[config.mk]
export PLATFORM = sky130hd
export DESIGN_NAME = rr_arbiter8
export DESIGN_NICKNAME = d
export VERILOG_FILES = /design/src/rtl/rr_arbiter8.sv
export SDC_FILE = /design/constraint.sdc
export NUM_CORES = 1
export LEC_CHECK = 0
export ABC_AREA = 1
export CAP_MARGIN = 10
export CORE_MARGIN = 3
export CORE_UTILIZATION = 53
export CTS_CLUSTER_SIZE = 12
export DETAILED_ROUTE_END_ITERATION = 7
export PLACE_DENSITY = 0.91
export SYNTH_ARGS = -nofsm -noshare
export SYNTH_HDL_FRONTEND = slang
export SYNTH_SLANG_ARGS = --single-unit
[constraint.sdc]
create_clock -name clk -period 3.1 [get_ports clk]
set_clock_uncertainty 0.05 [all_clocks]
set_input_delay 0.31 -clock clk [delete_from_list [all_inputs] [get_ports clk]]
set_output_delay 0.31 -clock clk [all_outputs]
set_load 0.005 [all_outputs]
[src/rtl/rr_arbiter8.sv]
// rr_arbiter8: 8-requester round-robin arbiter with explicit release.
// A 3-bit winner index is registered and decoded to a one-hot grant.
// Optional hold timeout is compiled in with `define ARB_TIMEOUT_EN;
// MAX_HOLD (1..255) sets the longest grant in that build.
//
// Handshake: a grant is live while grant_valid=1. It ends at the first
// rising edge where done=1 or req[grant_idx]=0, or, with the timeout
// built in, when the hold limit expires. Every grant is followed by one
// idle cycle before the next arbitration.
module rr_arbiter8 #(
    parameter int MAX_HOLD = 16
) (
    input  logic       clk,
    input  logic       rst,
    input  logic [7:0] req,
    input  logic       done,
    output logic       grant_valid,
    output logic [2:0] grant_idx,
    output logic [7:0] grant_oh,
    output logic       timeout
);

    typedef enum logic {
        IDLE  = 1'b0,
        GRANT = 1'b1
    } state_t;

    // Reject hold limits outside the 8-bit counter range at elaboration.
    if (MAX_HOLD < 1 || MAX_HOLD > 255) begin : g_max_hold_range
        $error("rr_arbiter8: MAX_HOLD must be in 1..255");
    end

    state_t     state_q, state_d;
    logic [2:0] ptr_q, ptr_d;
    logic [2:0] idx_q, idx_d;
    logic [2:0] win_idx;
    logic [2:0] cand;
    logic       found;
    logic       release_now;

`ifdef ARB_TIMEOUT_EN
    localparam logic [7:0] HOLD_LAST = 8'(MAX_HOLD - 1);
    logic [7:0] hold_q, hold_d;
    logic       timeout_q, timeout_d;
`endif

    // Rotating priority search: first set request starting at ptr_q.
    always_comb begin
        win_idx = ptr_q;
        cand    = ptr_q;
        found   = 1'b0;
        for (int i = 0; i < 8; i++) begin
            cand = ptr_q + 3'(i);
            if (!found && req[cand]) begin
                win_idx = cand;
                found   = 1'b1;
            end
        end
    end

    assign release_now = done || !req[idx_q];

    // Next-state logic: arbitrate in IDLE, watch for release in GRANT.
    always_comb begin
        state_d = state_q;
        ptr_d   = ptr_q;
        idx_d   = idx_q;
`ifdef ARB_TIMEOUT_EN
        hold_d    = hold_q;
        timeout_d = 1'b0;
`endif
        case (state_q)
            IDLE: begin
                if (found) begin
                    idx_d   = win_idx;
                    state_d = GRANT;
`ifdef ARB_TIMEOUT_EN
                    hold_d  = 8'd0;
`endif
                end
            end
            GRANT: begin
                if (release_now) begin
                    ptr_d   = idx_q + 3'd1;
                    state_d = IDLE;
`ifdef ARB_TIMEOUT_EN
                end else if (hold_q == HOLD_LAST) begin
                    // Forced revoke advances the pointer like a release.
                    ptr_d     = idx_q + 3'd1;
                    state_d   = IDLE;
                    timeout_d = 1'b1;
                end else begin
                    hold_d = hold_q + 8'd1;
`endif
                end
            end
            default: state_d = IDLE;
        endcase
    end

    // State, pointer and winner registers with asynchronous reset.
    always_ff @(posedge clk or posedge rst) begin
        if (rst) begin
            state_q <= IDLE;
            ptr_q   <= 3'd0;
            idx_q   <= 3'd0;
        end else begin
            state_q <= state_d;
            ptr_q   <= ptr_d;
            idx_q   <= idx_d;
        end
    end

`ifdef ARB_TIMEOUT_EN
    // Hold counter and registered one-cycle revoke pulse.
    always_ff @(posedge clk or posedge rst) begin
        if (rst) begin
            hold_q    <= 8'd0;
            timeout_q <= 1'b0;
        end else begin
            hold_q    <= hold_d;
            timeout_q <= timeout_d;
        end
    end

    assign timeout = timeout_q;
`else
    assign timeout = 1'b0;
`endif

    // Outputs decode registered state only, so they cannot glitch.
    assign grant_valid = (state_q == GRANT);
    assign grant_idx   = idx_q;
    assign grant_oh    = grant_valid ? (8'b0000_0001 << idx_q) : 8'h00;

endmodule

-- Word-level counts from Yosys, hierarchy flattened
Index checks and enable logic that the tools add are counted.
- bits in registers: 7
- latch bits: 0
- RAM bits: 0
- ROM bits: 0
- bits of input ports: 11
- output and inout bits: 13
- logic and storage cells: 77
- memories: 0
- $add $sub $neg: 8
- $mul: 0
- div/mod/pow operators: 0
- order comparisons: 9
- equality and inequality tests: 0
- shift operators: 1
- mux-type cells: 37
- bitwise logic cells: 1
- reduce and logical (&&, ||, !) cells: 18
- operators by type and width (kind ; count):
    < comparator 3 x 4 -> 1 bit (second input constant) ; 9
    binary-select mux 1 bit (select 3 bit) ; 9
    two-way mux 3 bit ; 7
    two-way mux 1 bit ; 19
    adder 3 bit (second input constant) ; 4
    zero test 1 bit ; 8
    two-way mux 8 bit ; 1
    << shifter 1 x 3 -> 8 bit (first input constant) ; 1
    logical AND 1 bit ; 7
    adder 3 x 1 -> 3 bit (second input constant) ; 2
    adder 3 x 2 -> 3 bit (second input constant) ; 2
    AND reduction 2 bit ; 2
    one-hot mux 1 bit (2 select lines) ; 1
    logical OR 1 bit ; 1
    NOT 1 bit ; 1

-- Depth between registers and ports, before layout
- depth after elaboration: 26
- depth in mapped cells: 21
- depth with buffers taken out: 19

-- Worst setup path after synthesis
OpenSTA, ideal clock, no wires.
- path type: register to register
- start: register ptr_q[0]
- end: register idx_q[1] (netlist: grant_idx[1])
- library setup time: 0.116 ns
- arrival time: 2.218 ns
- slack: 0.716 ns
- stages on the path, launching flop included: 19
- buffers on the path: 2
- period minus slack after synthesis: 2.384 ns
- cell sequence: dfrtp_1 -> buf_6 -> inv_4 -> buf_6 -> ha_1 -> inv_1 -> nand3_2 -> nand2_4 -> nand2_4 -> nand2_4 -> nand2_4 -> nor2_8 -> nand3_4 -> nor2_8 -> nand3_2 -> nand2_2 -> nor2_1 -> nand2_1 -> nand2_1
- word-level cells in the longest chain between the ends: 25
- elaborated cells between the ends (all ways): 53
- classes of those cells: add/sub (7); mux (31); reduce/logical (15)
- ends and longest elaborated chain (item ; line ; text):
    start, declared ; 34 ; logic [2:0] ptr_q, ptr_d;
    start signal, assigned ; 109 ; ptr_q <= ptr_d;
    branches (longest 25 deep; another with adder 3 x 1 -> 3 bit) ; -- ;
    end signal, assigned ; 110 ; idx_q <= idx_d;
    end, declared ; 35 ; logic [2:0] idx_q, idx_d;
Parallel ways; which one is timed is not known. The select of a mux whose other input is x is not followed.
A chain may end at the register's enable or synchronous reset.

-- Worst setup path after layout
Same ends and word-level chain as after synthesis.

==> flow_metrics.tcl <==
set metrics [dict create \
    status "finished clean" \
    antenna_found_initial 0 \
    synth_most_common_cell "nand2_1" \
    hold_viol 0 \
    place_hpwl_um 2720 \
    grt.overflow.total 0 \
    cts_buffer_depth 2 \
    critPathRequiredTime_ns 3.21 \
    clock-sinks 7 \
    gp_congestion 1.02 \
    synth_seq_cells 7 \
    cp-end-kind "flip-flop" \
    cts_root_buf "clkbuf_4" \
    antenna_left 0 \
    synthTopCellsByArea "nand2_1 (21%), dfrtp_1 (14%), nand3_1 (11%), ha_1 (7.8%), inv_1 (5.8%)" \
    drv_cap 0 \
    coreArea_mm2 0.00225 \
    fin_setup_tns_ns 0 \
    clk_pin_slew_ns 0.06 \
    hold_class "primary input to asynchronous set/reset pin" \
    ctsResizeCount 0 \
    final_layout_size_suffix_gt1_frac 0.136 \
    rows 17 \
    drt_iter0_markers 80 \
    drt-wirelength-per-cell_um 12.9 \
    worstSkewPairLatency_ns 0.26 \
    syn_area_mm2 0.00128 \
    track_usage 0.230 \
    grt_pass1_vias 1272 \
    portBuffers 22 \
    post_synth.cell_area_avg_um2 6.21 \
    wl_um 3300 \
    cts_made_buffers 3 \
    cts_tree "built" \
    fp.dieW_um 55.2 \
    final_cells 256 \
    syn2layout_area_growth_pct 18.1 \
    viasPerCell 5.43 \
    ys_seq_area_frac 0.136 \
    io_pins 24 \
    timing.fmax_mhz 373 \
    rr_worst_depth 16 \
    yosysTopAreaCell "nand2_1" \
    start_util 0.570 \
    ys.flop_type "dfrtp_1" \
    hold_buffers 0 \
    synth_commonest_cells "nand2_1 (72), nand3_1 (27), inv_1 (20)" \
    grt_max_degree 14 \
    postCtsSetupBuffers 0 \
    synth_edf_count 0 \
    grt_setup_unrepaired "false" \
    setup_viol 0 \
    nets 248 \
    synthArstFlopShare 1.00 \
    vias 1390 \
    slew_violations 0 \
    crit_path_start_kind "flip-flop" \
    worstSetupPathType "flip-flop to flip-flop" \
    yosysUniqueCellTypes 26 \
    die_area_mm2 0.00305 \
    grt_pass1_wl_um 5730 \
    crit_path_max_fanout 13 \
    synth.top_cell.area_share 0.210 \
    synthesis.nets 226 \
    die_h_um 55.2 \
    finalCriticalPeriod_ns 2.68 \
    cts_max_level 1 \
    firstDrtPassIters 4 \
    critPathArrivalTime_ns 2.79 \
    ys_warn_count 0 \
    syn_inst 207 \
    place_inst 252 \
    drcViolationCount 0 \
    insertedDiodeCount 0 \
    finalCritPeriodShare 0.865 \
]
## cells in the final DEF (no fill, tap or decap), drive strengths merged
cell | Yosys | layout
clkdlybuf4s50 | 0 | 22
nor2 | 19 | 19
nand3b | 2 | 2
conb | 1 | 1
nand2 | 85 | 85
inv | 25 | 25
o21bai | 1 | 1
nand4 | 2 | 2
o21ai | 7 | 7
dfrtp | 7 | 7
xnor2 | 2 | 2
nand3 | 34 | 34
a31oi | 1 | 1
o221ai | 2 | 2
xor2 | 2 | 2
clkbuf | 0 | 4
a21o | 1 | 1
ha | 8 | 8
a21oi | 3 | 3
## per-stage QoR
stage	utilization	hold slack, ns	setup slack, ns	cell area (µm²)
final	0.673	0.219	0.417	1520
after floorplan	-	0.0634	0.716	1280
after CTS	0.673	0.215	0.439	1520
after global placement	0.661	0.506	0.523	1490
after global routing	0.673	0.249	0.212	1520
after detailed placement	0.661	0.501	0.446	1490
## kinds of logic (layout without fill, tap and decap cells)
family / Yosys count / after routing / synth area share
AND/OR/NAND/NOR: 142 / 142 / 0.565
buffers and inverters: 30 / 51 / 0.113
AO/OA/AOI/OAI: 15 / 15 / 0.0779
adder cells (fa/ha/maj): 8 / 8 / 0.0779
flip-flops: 7 / 7 / 0.136
XOR/XNOR: 4 / 4 / 0.0273
other: 1 / 1 / 0.00292
## routing by layer
metal  up-vias  track usage  part of all wire
li1        708            -                 -
met4         0       0.0938             0.017
met1       618        0.315              0.46
met5         -            0                 0
met2        58        0.341              0.45
met3         6       0.0584             0.074
## worst max-delay path: stages (launching register included)
cell and delay (ns):
dfrtp_1 0.54, inv_4 0.15, ha_1 0.44, inv_1 0.23, nand3_2 0.14, nand2_4 0.10
nand2_4 0.05, nand2_4 0.07, nand2_4 0.06, nor2_8 0.11, nand3_4 0.10, nor2_8 0.14
nand3_2 0.08, nand2_2 0.12, nor2_1 0.07, nand2_1 0.06, nand2_1 0.04
## area by class of cell
cell class	instances	area, µm²
multi-input cells	170	965
fillers	195	737
repair buffers	22	220
flip-flops and latches	7	175
inverters	25	96.3
well taps	28	35.0
clock buffers	4	26.3
## flip-flops by register name (all words and copies together), names as in the netlist
register and flops:
grant_idx 3, ptr_q 3, grant_valid 1
## final timing paths
| path | start | to | slack [ns] |
|---|---|---|---|
| max | ptr_q[0] | grant_idx[1] | 0.42 |
| max reg2reg | ptr_q[0] | grant_idx[1] | 0.42 |
| min | rst | grant_idx[1] | 0.22 |
| min in group clk | grant_idx[2] | grant_idx[2] | 0.57 |
| max in group asynchronous | rst | grant_idx[2] | 2.57 |
| min reg2reg | grant_idx[2] | grant_idx[2] | 0.57 |
Power is not shown: default switching activity piles up to over one toggle a cycle in this logic, so the estimate is an artifact.
